[config.mk]
export PLATFORM = sky130hd
export DESIGN_NAME = muldiv_flat
export DESIGN_NICKNAME = d
export VERILOG_FILES = /design/src/rtl/muldiv_if.sv /design/src/rtl/muldiv.sv /design/src/flat_wrapper.sv
export SDC_FILE = /design/constraint.sdc
export NUM_CORES = 1
export LEC_CHECK = 0
export CAP_MARGIN = 15
export CORE_MARGIN = 10
export CORE_UTILIZATION = 30
export CTS_CLUSTER_SIZE = 16
export DETAILED_ROUTE_END_ITERATION = 10
export DONT_BUFFER_PORTS = 1
export PLACE_DENSITY_LB_ADDON = 0.05
export SYNTH_ARGS = -nofsm -noshare
export SYNTH_HDL_FRONTEND = slang
export SYNTH_SLANG_ARGS = --single-unit
[constraint.sdc]
create_clock -name clk -period 15.3 [get_ports clk]
set_clock_uncertainty 0.1 [all_clocks]
set_input_delay 1.53 -clock clk [delete_from_list [all_inputs] [get_ports clk]]
set_output_delay 1.53 -clock clk [all_outputs]
set_load 0.05 [all_outputs]
[src/rtl/muldiv_if.sv]
// muldiv_if -- request/response bundle between a requester and the muldiv unit.
//
// Request channel : in_valid, in_ready, op, srca, srcb
// Response channel: out_valid, out_ready, out
//
// Modports:
//   master - the requester: drives the request and out_ready, observes the rest
//   slave  - the muldiv unit: the mirror image of master
interface muldiv_if #(
  parameter int XLEN      = 32,
  parameter int MD_OP_LEN = 3
);
  logic                 in_valid;
  logic                 in_ready;
  logic [MD_OP_LEN-1:0] op;
  logic [XLEN-1:0]      srca;
  logic [XLEN-1:0]      srcb;
  logic                 out_valid;
  logic                 out_ready;
  logic [XLEN-1:0]      out;

  modport master (
    output in_valid, op, srca, srcb, out_ready,
    input  in_ready, out_valid, out
  );

  modport slave (
    input  in_valid, op, srca, srcb, out_ready,
    output in_ready, out_valid, out
  );
endinterface

[src/rtl/muldiv.sv]
// muldiv -- iterative RISC-V M-extension multiply/divide unit.
//
// One radix-2 step per cycle: shift-add for the multiplies, restoring
// shift-subtract for the divides, both on operand magnitudes with the sign
// applied once at the end. Divide-by-zero, signed overflow and unknown op
// codes skip the iterations and complete one cycle after acceptance.
//
// Ports:
//   clk   - clock, all state changes on the rising edge
//   reset - synchronous active-high reset, highest priority
//   flush - synchronous abort back to IDLE, result discarded
//   bus   - muldiv_if.slave: in_valid/in_ready/op/srca/srcb request,
//           out_valid/out_ready/out registered response
module muldiv #(
  parameter int XLEN      = 32,
  parameter int MD_OP_LEN = 3
) (
  input  logic    clk,
  input  logic    reset,
  input  logic    flush,
  muldiv_if.slave bus
);

  typedef enum logic [1:0] {IDLE, BUSY, DONE} state_t;

  localparam int              CW      = $clog2(XLEN);
  localparam logic [CW-1:0]   LAST    = CW'(XLEN - 1);
  localparam logic [XLEN-1:0] INT_MIN = {1'b1, {(XLEN-1){1'b0}}};

  state_t            state;
  state_t            state_nxt;
  logic [CW-1:0]     cnt;
  logic [2:0]        fn;
  logic              neg;
  logic              fast;
  logic [XLEN-1:0]   mreg;
  logic [2*XLEN-1:0] acc;
  logic [XLEN-1:0]   out_q;

  logic accept;
  assign accept = bus.in_valid && (state == IDLE) && !flush;

  // ---------------------------------------------------------------------
  // Request decode
  // ---------------------------------------------------------------------
  logic [2:0] in_fn;
  logic       op_unknown;
  assign in_fn = bus.op[2:0];

  // Only a wider op field can carry codes beyond the eight M-extension ops.
  if (MD_OP_LEN > 3) begin : g_wide_op
    assign op_unknown = |bus.op[MD_OP_LEN-1:3];
  end else begin : g_narrow_op
    assign op_unknown = 1'b0;
  end

  logic            in_is_div;
  logic            a_signed;
  logic            b_signed;
  logic            a_neg;
  logic            b_neg;
  logic [XLEN-1:0] a_mag;
  logic [XLEN-1:0] b_mag;
  logic            div_zero;
  logic            div_ovf;
  logic            in_fast;
  logic            in_neg;
  logic [XLEN-1:0] fast_res;

  // MUL is treated as unsigned: the low half of the product does not depend
  // on operand signedness.
  assign in_is_div = in_fn[2];
  assign a_signed  = (in_fn == 3'd1) || (in_fn == 3'd2) || (in_fn == 3'd4) || (in_fn == 3'd6);
  assign b_signed  = (in_fn == 3'd1) || (in_fn == 3'd4) || (in_fn == 3'd6);
  assign a_neg     = a_signed && bus.srca[XLEN-1];
  assign b_neg     = b_signed && bus.srcb[XLEN-1];
  assign a_mag     = a_neg ? (XLEN'(0) - bus.srca) : bus.srca;
  assign b_mag     = b_neg ? (XLEN'(0) - bus.srcb) : bus.srcb;
  assign div_zero  = in_is_div && (bus.srcb == '0);
  assign div_ovf   = in_is_div && !in_fn[0] && (bus.srca == INT_MIN) && (bus.srcb == '1);
  assign in_fast   = op_unknown || div_zero || div_ovf;
  // The remainder follows the dividend's sign; everything else is the XOR.
  assign in_neg    = (in_is_div && in_fn[1]) ? a_neg : (a_neg ^ b_neg);

  // Result of the ops that bypass the iterations; fn[1] selects REM/REMU.
  always_comb begin
    fast_res = '0;
    if (!op_unknown) begin
      if (div_zero) begin
        fast_res = in_fn[1] ? bus.srca : '1;
      end else if (div_ovf) begin
        fast_res = in_fn[1] ? '0 : bus.srca;
      end
    end
  end

  // ---------------------------------------------------------------------
  // One iteration. acc is {hi, lo}: for multiply hi is the running partial
  // product and lo the remaining multiplier bits; for divide hi is the
  // partial remainder and lo the dividend shifting out / quotient shifting in.
  // ---------------------------------------------------------------------
  logic [XLEN:0]     mul_sum;
  logic [2*XLEN-1:0] mul_step;
  logic [XLEN:0]     div_shift;
  logic              div_ge;
  logic [XLEN-1:0]   div_diff;
  logic [2*XLEN-1:0] div_step;
  logic [2*XLEN-1:0] acc_step;

  assign mul_sum   = {1'b0, acc[2*XLEN-1:XLEN]} + (acc[0] ? {1'b0, mreg} : '0);
  assign mul_step  = {mul_sum, acc[XLEN-1:1]};
  assign div_shift = {acc[2*XLEN-1:XLEN], acc[XLEN-1]};
  assign div_ge    = div_shift >= {1'b0, mreg};
  // When the divisor fits, the difference is below the divisor, so XLEN bits suffice.
  assign div_diff  = div_shift[XLEN-1:0] - mreg;
  assign div_step  = div_ge ? {div_diff, acc[XLEN-2:0], 1'b1}
                            : {div_shift[XLEN-1:0], acc[XLEN-2:0], 1'b0};
  assign acc_step  = fn[2] ? div_step : mul_step;

  // Sign-corrected result taken from the value the last iteration produces.
  logic [2*XLEN-1:0] prod_fix;
  logic [XLEN-1:0]   quo;
  logic [XLEN-1:0]   rem;
  logic [XLEN-1:0]   res;

  assign prod_fix = neg ? ((2*XLEN)'(0) - acc_step) : acc_step;
  assign quo      = acc_step[XLEN-1:0];
  assign rem      = acc_step[2*XLEN-1:XLEN];

  always_comb begin
    res = '0;
    case (fn)
      3'd0:                res = prod_fix[XLEN-1:0];
      3'd1, 3'd2, 3'd3:    res = prod_fix[2*XLEN-1:XLEN];
      3'd4, 3'd5:          res = neg ? (XLEN'(0) - quo) : quo;
      default:             res = neg ? (XLEN'(0) - rem) : rem;
    endcase
  end

  // ---------------------------------------------------------------------
  // Control FSM
  // ---------------------------------------------------------------------
  // State register; reset beats flush and accept.
  always_ff @(posedge clk) begin
    if (reset) begin
      state <= IDLE;
    end else begin
      state <= state_nxt;
    end
  end

  // Next state: fast-path ops spend exactly one cycle in BUSY; flush wins
  // over every other transition.
  always_comb begin
    state_nxt = state;
    case (state)
      IDLE:    if (accept) state_nxt = BUSY;
      BUSY:    if (fast || (cnt == LAST)) state_nxt = DONE;
      DONE:    if (bus.out_ready) state_nxt = IDLE;
      default: state_nxt = IDLE;
    endcase
    if (flush) state_nxt = IDLE;
  end

  // Datapath: capture on accept, iterate in BUSY, register the result on the
  // final step. A fast-path result is parked in the low half of acc so no
  // extra register is needed. out is left alone in DONE and on flush.
  always_ff @(posedge clk) begin
    if (reset) begin
      cnt   <= '0;
      fn    <= '0;
      neg   <= 1'b0;
      fast  <= 1'b0;
      mreg  <= '0;
      acc   <= '0;
      out_q <= '0;
    end else if (flush) begin
      cnt <= '0;
    end else begin
      case (state)
        IDLE: begin
          if (accept) begin
            cnt  <= '0;
            fn   <= in_fn;
            neg  <= in_neg;
            fast <= in_fast;
            mreg <= in_is_div ? b_mag : a_mag;
            acc  <= in_fast ? {{XLEN{1'b0}}, fast_res}
                            : {{XLEN{1'b0}}, (in_is_div ? a_mag : b_mag)};
          end
        end
        BUSY: begin
          if (fast) begin
            out_q <= acc[XLEN-1:0];
          end else begin
            acc <= acc_step;
            if (cnt == LAST) begin
              cnt   <= '0;
              out_q <= res;
            end else begin
              cnt <= cnt + CW'(1);
            end
          end
        end
        default: ;
      endcase
    end
  end

  assign bus.in_ready  = (state == IDLE);
  assign bus.out_valid = (state == DONE);
  assign bus.out       = out_q;

endmodule

[src/flat_wrapper.sv]
// flat-port wrapper written by rule: the top's interface ports become plain ports
module muldiv_flat 
#(
  parameter int XLEN      = 32,
  parameter int MD_OP_LEN = 3
)
  (clk, reset, flush, bus_in_valid, bus_op, bus_srca, bus_srcb, bus_out_ready, bus_in_ready, bus_out_valid, bus_out);
  muldiv_if #(.XLEN(XLEN), .MD_OP_LEN(MD_OP_LEN)) bus_i ();
  input  logic clk;
  input  logic reset;
  input  logic flush;
  input wire logic [$bits(bus_i.in_valid)-1:0] bus_in_valid;
  input wire logic [$bits(bus_i.op)-1:0] bus_op;
  input wire logic [$bits(bus_i.srca)-1:0] bus_srca;
  input wire logic [$bits(bus_i.srcb)-1:0] bus_srcb;
  input wire logic [$bits(bus_i.out_ready)-1:0] bus_out_ready;
  output wire logic [$bits(bus_i.in_ready)-1:0] bus_in_ready;
  output wire logic [$bits(bus_i.out_valid)-1:0] bus_out_valid;
  output wire logic [$bits(bus_i.out)-1:0] bus_out;
  assign bus_i.in_valid = bus_in_valid;
  assign bus_i.op = bus_op;
  assign bus_i.srca = bus_srca;
  assign bus_i.srcb = bus_srcb;
  assign bus_i.out_ready = bus_out_ready;
  assign bus_in_ready = bus_i.in_ready;
  assign bus_out_valid = bus_i.out_valid;
  assign bus_out = bus_i.out;
  muldiv #(.XLEN(XLEN), .MD_OP_LEN(MD_OP_LEN)) u_core (.clk(clk), .reset(reset), .flush(flush), .bus(bus_i));
endmodule
==> results of run 1 <==
area by class of cell:
type                    count  area [um2]  area share, %
well taps                 680         851           5.04
multi-input cells        1887       12000           71.4
inverters                  71         267           1.58
flip-flops and latches    140        2810           16.6
repair buffers             39         293           1.74
clock buffers              17         425           2.52
clock inverters            15         178           1.05
cell families (layout without fill, tap and decap cells):
logic type,count (synthesis),count (layout),share of synthesized area [%]
and+or+nand+nor,797,797,24.1
xor gates and xnor gates,158,158,8.78
muxes,52,52,3.36
AOI/OAI and AO/OA,807,807,34.2
buffers and inverters,234,142,5.94
DFF,140,140,17.8
adders and majority gates,73,73,5.89
metal layers:
layer  part of all wire (%)  global-route usage [%]
met1                     45                    31.8
met2                     45                    38.7
met3                    6.4                    4.97
met4                    2.8                    7.80
met5                      0                       0
stage by stage:
step | cell area [um2] | power [mW] | worst slack (ns) | instances | util, %
after floorplan | 15800 | 0.695 | 9.76 | 2261 | -
after global placement | 16300 | 0.831 | 8.70 | 2817 | 31.5
after detailed placement | 16300 | 0.829 | 8.67 | 2817 | 31.5
after CTS | 16900 | 1.29 | 8.63 | 2849 | 32.6
after global routing | 16900 | 1.34 | 8.16 | 2849 | 32.6
final | 16900 | 1.28 | 8.32 | 2849 | 32.6
flip-flops by register name, summed over array words and instances (netlist names):
signal          cells
u_core.neg          1
u_core.state        2
u_core.bus.out     32
u_core.fast         1
u_core.mreg        32
u_core.cnt          5
u_core.acc         64
u_core.fn           3
power groups by stage:
stage	combinational, mW	sequential (mW)	clock (mW)
after floorplan	0.302	0.393	0
after global placement	0.429	0.402	0
after detailed placement	0.427	0.402	0
after CTS	0.428	0.394	0.465
after global routing	0.472	0.396	0.475
final	0.435	0.394	0.450
placed cells by master, fill, tap and decap left out, types with 8 or more instances in the layout:
| cell type | n |
|---|---|
| dfxtp_1 | 138 |
| o41ai_1 | 9 |
| or4_1 | 10 |
| ha_1 | 71 |
| xnor2_1 | 84 |
| nor2b_1 | 16 |
| nand4_1 | 31 |
| a22oi_1 | 34 |
| o31ai_1 | 35 |
| o21ai_1 | 16 |
| nand2_1 | 240 |
| and2_1 | 46 |
| a221oi_1 | 40 |
| or2_2 | 10 |
| o22ai_1 | 8 |
| a31oi_1 | 20 |
| mux2i_1 | 45 |
| a211o_1 | 10 |
| nor2_1 | 224 |
| clkbuf_16 | 17 |
| buf_4 | 39 |
| o21a_1 | 20 |
| o21ai_0 | 146 |
| o221ai_1 | 12 |
| nor3b_1 | 12 |
| and3_1 | 20 |
| nor3_1 | 54 |
| xor2_1 | 74 |
| nand2b_1 | 12 |
| or3_1 | 20 |
| o211ai_1 | 55 |
| inv_1 | 70 |
| a211oi_1 | 50 |
| nand3_1 | 53 |
| nor4_1 | 16 |
| a21oi_1 | 226 |
| a21o_1 | 32 |
final timing paths:
kind                                     endpoint  slack, ns
setup / recovery  u_core.bus.out[24]$_SDFFE_PP0P_       8.32
hold / removal       u_core.mreg[25]$_SDFFE_PP0P_       0.38
setup reg to reg  u_core.bus.out[24]$_SDFFE_PP0P_       8.32
hold reg to reg      u_core.mreg[25]$_SDFFE_PP0P_       0.38
worst max-delay path: cells and delay by family (launching register included):
kind            cells  cell delay [ns]
buf+inv             2             0.32
flops               1             0.37
compound gates      8             2.82
simple gates        9             2.63
fa+ha+maj           2             0.69
==> results.json, run 1 <==
{
  "cp_max_fo": 10,
  "area_delta_synth_final_pct": 7.02,
  "clk_latency_ns": 0.50,
  "drive_gt1_share_pct": 5.99,
  "synth_top_area_share_pct": 17.8,
  "synth.yosys.warnings": 0,
  "ant_nets": 0,
  "power.density_mw_per_mm2": 75.8,
  "power_switching_mw": 0.530,
  "maxCapViolCount": 0,
  "required_ns": 15.64,
  "ir_drop_mv": 0.0649,
  "power.share.switching_pct": 41.4,
  "start_kind": "flip-flop",
  "io-pin-count": 106,
  "hold_ws_ns": 0.376,
  "status": "completed",
  "p_int_mw": 0.749,
  "totalWireLength_mm": 78.4,
  "grtUsageTotal_pct": 24.2,
  "critPathCaptureType": "flip-flop",
  "hold_buffers": 0,
  "dieWidth_um": 249,
  "hold_path.class": "reg2reg",
  "reg2reg_depth": 21,
  "grt-ovfl-total": 0,
  "finalCritPeriodShare_pct": 45.6,
  "syn_area_per_cell_um2": 6.97,
  "avgViaCountPerCell": 6.08,
  "initial_core_util_pct": 30.5,
  "grt_pass1_vias": 16200,
  "hold_start": "u_core.mreg[25]$_SDFFE_PP0P_",
  "power.combinational.fraction_pct": 34.0,
  "cts_buffer_depth": 2,
  "drt_first_pass_iters": 5,
  "hpwlAfterDp_mm": 60.9,
  "gp_congestion": 0.899,
  "numPortBuffers": 0,
  "syn_area_mm2": 0.0158,
  "grt_pass1_wl_mm": 114,
  "r2r_start": "u_core.mreg[12]$_SDFFE_PP0P_",
  "holdPathStages": 2,
  "cts_sinks": 140,
  "max_freq_mhz": 143,
  "async_flop_share_pct": 0,
  "arrival_ns": 7.32,
  "nFillCells": 5701,
  "drcViolationCount": 0,
  "synth_nets": 2406,
  "wl_per_cell_um": 27.5,
  "final_nets": 2301,
  "pwr-share-clk_pct": 35.2,
  "period_minus_slack_ns": 6.98,
  "fp.dieH_um": 249,
  "clk_pin_slew_ns": 0.07,
  "synth_common_cells": "nand2_1 (240), nor2_1 (227), a21oi_1 (226)",
  "ys_seq_area_share_pct": 17.8,
  "drv_slew": 0,
  "cp-startpoint": "u_core.mreg[12]$_SDFFE_PP0P_",
  "worstMarginPinSlew_ns": 1.35,
  "synth_cell_types": 95,
  "postCtsSetupRepairBufs": 0,
  "synth_cells": 2261,
  "crit_chain": "inv_1 > ha_1 > a21oi_1 > o21ai_1 > a21o_1 > o31ai_1 > buf_4 > nand2_1 > a21oi_1 > ha_1 > nor3b_1 > o221ai_1 > nor4_1 > nor2b_1 > nand2_1 > o21ai_0 > nor2_1 > or4_1 > nand4_1 > a221oi_1 > nor2_1",
  "p_leak_nw": 6.26,
  "route.vias.total": 17300,
  "synth_area_leader_cell": "dfxtp_1",
  "ctsResizeCount": 0,
  "rows": 83,
  "rsz0062_at_grt": "no",
  "synthFlopType": "dfxtp_1",
  "drt_iter0_drc": 1609,
  "crit_type": "reg2reg",
  "slew_headroom_pct": 9.47,
  "critPathMaxStageDelay_ns": 0.62,
  "yosysMostFrequentCell": "nand2_1",
  "antenna_found_initial": 2,
  "synthTopCellsByArea": "dfxtp_1 (18%), a21oi_1 (7.2%), nand2_1 (5.7%)",
  "diodes": 0,
  "fp.coreArea_mm2": 0.0517,
  "pwr-share-seq_pct": 30.8,
  "cts_buffers": 17,
  "fin_tns_setup_ns": 0,
  "setup_viol": 0,
  "slowest_stage": "o21ai_0",
  "grt_max_degree": 125,
  "cts_tree": "done",
  "die_area_mm2": 0.0621,
  "synth_edf_count": 0,
  "cts_root_buf": "clkbuf_16",
  "synth_seq_cells": 140,
  "hold_viol": 0,
  "cts.htree.levels": 4
}
Note: power is estimated with default switching activity, not from simulation.
==> run 2, diff against run 1 <==
==> constraint.sdc (replaced) <==
create_clock -name clk -period 6.63 [get_ports clk]
set_clock_uncertainty 0.1 [all_clocks]
set_input_delay 0.663 -clock clk [delete_from_list [all_inputs] [get_ports clk]]
set_output_delay 0.663 -clock clk [all_outputs]
set_load 0.05 [all_outputs]
==> results.json, run 2 (same netlist as run 1, synthesis figures left out) <==
{
  "p_leak_nw": 6.49,
  "cts_buffers": 17,
  "hold_viol": 0,
  "rrSetupSlack_ns": 0.56,
  "critPathMaxStageDelay_ns": 0.83,
  "setup_viol": 0,
  "fp.dieH_um": 249,
  "route.vias.total": 17500,
  "grt_pass1_wl_mm": 118,
  "power.density_mw_per_mm2": 179,
  "arrival_ns": 6.36,
  "crit_chain": "buf_4 > and2_1 > ha_1 > a21oi_2 > o21ai_0 > a211o_1 > o21ai_1 > a21boi_1 > or4b_2 > a22oi_1 > o2111ai_2 > or4_4 > o41a_1 > or4_1 > a31o_1",
  "mostFrequentLayoutCell": "nand2_1",
  "clk_latency_ns": 0.50,
  "crit_family": "compound AO/OA/AOI/OAI gates",
  "total_power_mw": 3.09,
  "ant_nets": 0,
  "hold_buffers": 0,
  "dp_cells": 2858,
  "fp.coreArea_mm2": 0.0517,
  "drcViolationCount": 0,
  "cts_buffer_depth": 2,
  "largest-register": "u_core.acc",
  "hpwlAfterDp_mm": 63.0,
  "clk_pin_slew_ns": 0.07,
  "instances_no_fill": 2892,
  "period_minus_slack_ns": 6.07,
  "dieWidth_um": 249,
  "drt_iter0_drc": 1649,
  "drive_gt1_share_pct": 7.74,
  "cp_max_fo": 18,
  "worst-path-buf-inv": 1,
  "start_kind": "flip-flop",
  "ctsResizeCount": 0,
  "io-pin-count": 106,
  "crit_type": "reg2reg",
  "slew_headroom_pct": 22.5,
  "status": "completed",
  "area_delta_synth_final_pct": 9.27,
  "gp_congestion": 0.956,
  "nFillCells": 5733,
  "critPathCaptureType": "flip-flop",
  "cts_tree": "done",
  "grt_pass1_vias": 16700,
  "postCtsSetupRepairBufs": 0,
  "rsz0062_at_grt": "no",
  "cp-startpoint": "u_core.acc[0]$_SDFFE_PP0P_",
  "wl_per_cell_um": 27.9,
  "rows": 83,
  "reg2reg_depth": 15,
  "finalCritPeriodShare_pct": 91.6,
  "drv_slew": 0,
  "cp.depth": 15,
  "most-common-layout-cells": "nand2_1 (240), a21oi_1 (226), nor2_1 (224)",
  "drt_first_pass_iters": 7,
  "ir_drop_mv": 0.212,
  "grt-ovfl-total": 0,
  "initial_core_util_pct": 30.5,
  "required_ns": 6.92,
  "final_util_pct": 33.3,
  "grt_max_degree": 125,
  "totalWireLength_mm": 80.6,
  "final_nets": 2342,
  "fin_tns_setup_ns": 0,
  "max_freq_mhz": 165,
  "cp-endpoint": "u_core.bus.out[31]$_SDFFE_PP0P_",
  "cts.htree.levels": 4,
  "cts_sinks": 140,
  "antenna_found_initial": 1,
  "worstMarginPinSlew_ns": 1.16,
  "slowest_stage": "dfxtp_1",
  "r2r_start": "u_core.acc[0]$_SDFFE_PP0P_",
  "cts_root_buf": "clkbuf_16",
  "r2r-end": "u_core.bus.out[31]$_SDFFE_PP0P_",
  "numPortBuffers": 0,
  "maxCapViolCount": 0,
  "grtUsageTotal_pct": 25.0,
  "largest_reg_flops": 64,
  "hold_path.class": "in2reg",
  "die_area_mm2": 0.0621,
  "avgViaCountPerCell": 6.05
}
==> run 2: cell types whose count changed in the layout (fill, tap and decap cells not counted) <==
cell	previous run	this run
diode_2	0	2
bufinv_16	1	3
inv_6	4	6
clkinv_4	4	0
buf_4	39	80
==> run 2: area by class of cell <==
cell class                 instances  area [um2]  area share, %
multi-input combinational       1887       12000           70.0
sequential                       140        2810           16.3
tap                              680         851           4.94
timing repair buffer              80         601           3.49
clock buffer                      17         425           2.47
inverter                          71         267           1.55
clock inverter                    15         220           1.28
antenna                            2        5.00         0.0291
==> run 2: metal layers <==
layer  GRT usage [%]  vias up  share of wire [%]
met3            5.29       87                7.1
li1                -     8215                  -
met5               0        -                  0
met4            8.92        0                3.1
met2            40.3      655                 46
met1            32.3     8540                 44
==> run 2: worst min path at each step <==
stage / start / endpoint / slack, ns / cells after the start
after floorplan: u_core.mreg[10]$_SDFFE_PP0P_ / u_core.mreg[10]$_SDFFE_PP0P_ / 0.34 / 2
after global placement: u_core.mreg[8]$_SDFFE_PP0P_ / u_core.mreg[8]$_SDFFE_PP0P_ / 0.35 / 2
after detailed placement: u_core.mreg[2]$_SDFFE_PP0P_ / u_core.mreg[2]$_SDFFE_PP0P_ / 0.36 / 2
after CTS: reset / u_core.bus.out[17]$_SDFFE_PP0P_ / 0.1 / 1
after global routing: reset / u_core.bus.out[15]$_SDFFE_PP0P_ / 0.13 / 1
final: reset / u_core.bus.out[17]$_SDFFE_PP0P_ / 0.15 / 1
==> run 2: worst reg2reg max path, cell delays in order (launching register included) <==
cell and delay, ns:
dfxtp_1 0.83, buf_4 0.32, and2_1 0.16, ha_1 0.35, a21oi_2 0.31, o21ai_0 0.17, a211o_1 0.34, o21ai_1 0.33
a21boi_1 0.14, or4b_2 0.66, a22oi_1 0.25, o2111ai_2 0.23, or4_4 0.62, o41a_1 0.47, or4_1 0.48, a31o_1 0.22
==> run 2: metrics by stage <==
| stage | worst slack [ns] | cell area, um2 | hold WS (ns) |
|---|---|---|---|
| floorplan | 1.09 | 15800 | 0.340 |
| global placement | 0.542 | 16600 | 0.354 |
| detailed placement | 0.605 | 16600 | 0.359 |
| CTS | 0.586 | 17200 | 0.0993 |
| global route | 0.277 | 17200 | 0.126 |
| finish | 0.559 | 17200 | 0.149 |
==> run 2: where the power goes <==
| part | total, mW | internal (mW) | switching (mW) |
|---|---|---|---|
| registers | 0.919 | 0.867 | 0.0521 |
| logic | 1.06 | 0.346 | 0.711 |
| clock network | 1.11 | 0.614 | 0.499 |
| total | 3.09 | 1.83 | 1.26 |
==> run 3, diff against run 2 <==
--- a/config.mk
+++ b/config.mk
@@ -11,7 +11,7 @@
 export CTS_CLUSTER_SIZE = 16
 export DETAILED_ROUTE_END_ITERATION = 10
 export DONT_BUFFER_PORTS = 1
-export PLACE_DENSITY_LB_ADDON = 0.05
+export PLACE_DENSITY = 0.5
 export SYNTH_ARGS = -nofsm -noshare
 export SYNTH_HDL_FRONTEND = slang
 export SYNTH_SLANG_ARGS = --single-unit
==> results.json, run 3 (same netlist as run 1, synthesis figures left out) <==
{
  "mostFrequentLayoutCell": "nand2_1",
  "instances_no_fill": 2870,
  "critPathCaptureType": "flip-flop",
  "area_delta_synth_final_pct": 7.93,
  "place_area_mm2": 0.0164,
  "final_nets": 2322,
  "status": "completed",
  "total_power_mw": 2.92,
  "finalCritPeriodShare_pct": 93.6,
  "postLayoutCellArea_mm2": 0.0170,
  "start_kind": "flip-flop",
  "ant_nets": 0,
  "nFillCells": 5706,
  "final_util_pct": 32.9,
  "p_leak_nw": 6.36,
  "cts_sinks": 140,
  "power.density_mw_per_mm2": 172,
  "clk_latency_ns": 0.49,
  "postCtsSetupRepairBufs": 0,
  "hpwlAfterDp_mm": 57.8,
  "cts.htree.levels": 4,
  "hold_ws_ns": 0.142,
  "initial_core_util_pct": 30.5,
  "cts_tree": "done",
  "cts_buffers": 17,
  "worstMarginPinSlew_ns": 1.26,
  "io-pin-count": 106,
  "multiInputGateArea_mm2": 0.0121,
  "cp-startpoint": "u_core.acc[0]$_SDFFE_PP0P_",
  "hold_start": "reset",
  "drv_slew": 0,
  "required_ns": 6.91,
  "drt_first_pass_iters": 6,
  "hold_viol": 0,
  "maxCapViolCount": 0,
  "arrival_ns": 6.49,
  "period_minus_slack_ns": 6.21,
  "cp_max_fo": 19,
  "grt_pass1_vias": 16500,
  "ctsResizeCount": 0,
  "drt_iter0_drc": 1814,
  "antenna_found_initial": 3,
  "setup_viol": 0,
  "seqCellArea_mm2": 0.00281,
  "worst_slack_ns": 0.421,
  "route.vias.total": 17600,
  "most-common-layout-cells": "nand2_1 (240), a21oi_1 (226), nor2_1 (224)",
  "gp_congestion": 0.966,
  "slew_headroom_pct": 15.2,
  "drcViolationCount": 0,
  "ir_drop_mv": 0.200,
  "largest_reg_flops": 64,
  "diodes": 0,
  "crit_type": "reg2reg",
  "cts_root_buf": "clkbuf_16",
  "r2r_start": "u_core.acc[0]$_SDFFE_PP0P_",
  "fp.dieH_um": 249,
  "hold_buffers": 0,
  "grt_pass1_wl_mm": 111,
  "drive_gt1_share_pct": 6.89,
  "dp_cells": 2836,
  "numPortBuffers": 0,
  "grt-ovfl-total": 0,
  "hold_path.class": "in2reg",
  "largest-register": "u_core.acc",
  "wl_per_cell_um": 25.9,
  "clk_pin_slew_ns": 0.07,
  "avgViaCountPerCell": 6.14,
  "grt_max_degree": 125,
  "die_area_mm2": 0.0621,
  "place_ws_ns": 0.496,
  "rows": 83,
  "totalWireLength_mm": 74.3,
  "dieWidth_um": 249,
  "grtUsageTotal_pct": 22.9,
  "max_freq_mhz": 161,
  "cts_buffer_depth": 2,
  "fp.coreArea_mm2": 0.0517,
  "fin_tns_setup_ns": 0,
  "rsz0062_at_grt": "no"
}
-- run 3: cell count changes in the layout (fill, tap and decap cells not counted), sizes merged --
cell / delta
clkinvlp: +1
clkinv: +1
bufinv: -3
buf: -22
clkbuf: +4
inv: -1
diode: -2
-- run 3: routing by layer --
metal	vias to the layer above	part of all wire, %	GRT usage, %
met1	8558	44	30.0
met4	2	2.8	7.37
met5	-	0.012	0
li1	8184	-	-
met3	91	8.6	6.02
met2	773	45	35.8
-- run 3: where the power goes --
part | switching (mW) | total (mW) | internal, mW | leakage, nW
Sequential | 0.0548 | 0.922 | 0.867 | 1.14
Clock | 0.469 | 0.983 | 0.514 | 0.285
Combinational | 0.679 | 1.02 | 0.339 | 4.94
-- run 3: critical path, stage by stage, from the launching register on --
cell and delay (ns):
dfxtp_1 0.94, buf_4 0.38, and2_1 0.20, ha_1 0.36
a21oi_2 0.26, o21ai_0 0.12, a211o_1 0.31, o21ai_1 0.32
a21boi_1 0.13, or4b_2 0.65, a22oi_1 0.29, o2111ai_2 0.24
or4_4 0.62, o41a_1 0.47, or4_1 0.48, a31o_1 0.22
-- run 3: path summary, 6_finish.rpt --
check | end | slack, ns | cells after the start
worst min-delay path | u_core.bus.out[17]$_SDFFE_PP0P_ | 0.14 | 1
worst max-delay path | u_core.bus.out[31]$_SDFFE_PP0P_ | 0.42 | 15
worst max register to register | u_core.bus.out[31]$_SDFFE_PP0P_ | 0.42 | 15
worst min register to register | u_core.mreg[6]$_SDFFE_PP0P_ | 0.37 | 2
-- run 3: final cells by class --
class / count / share of cell area (%)
Multi-Input combinational cell: 1887 / 70.8
Inverter: 71 / 1.57
Timing Repair Buffer: 60 / 2.72
Tap cell: 680 / 5.00
Clock inverter: 13 / 0.713
Sequential cell: 140 / 16.5
Clock buffer: 19 / 2.66
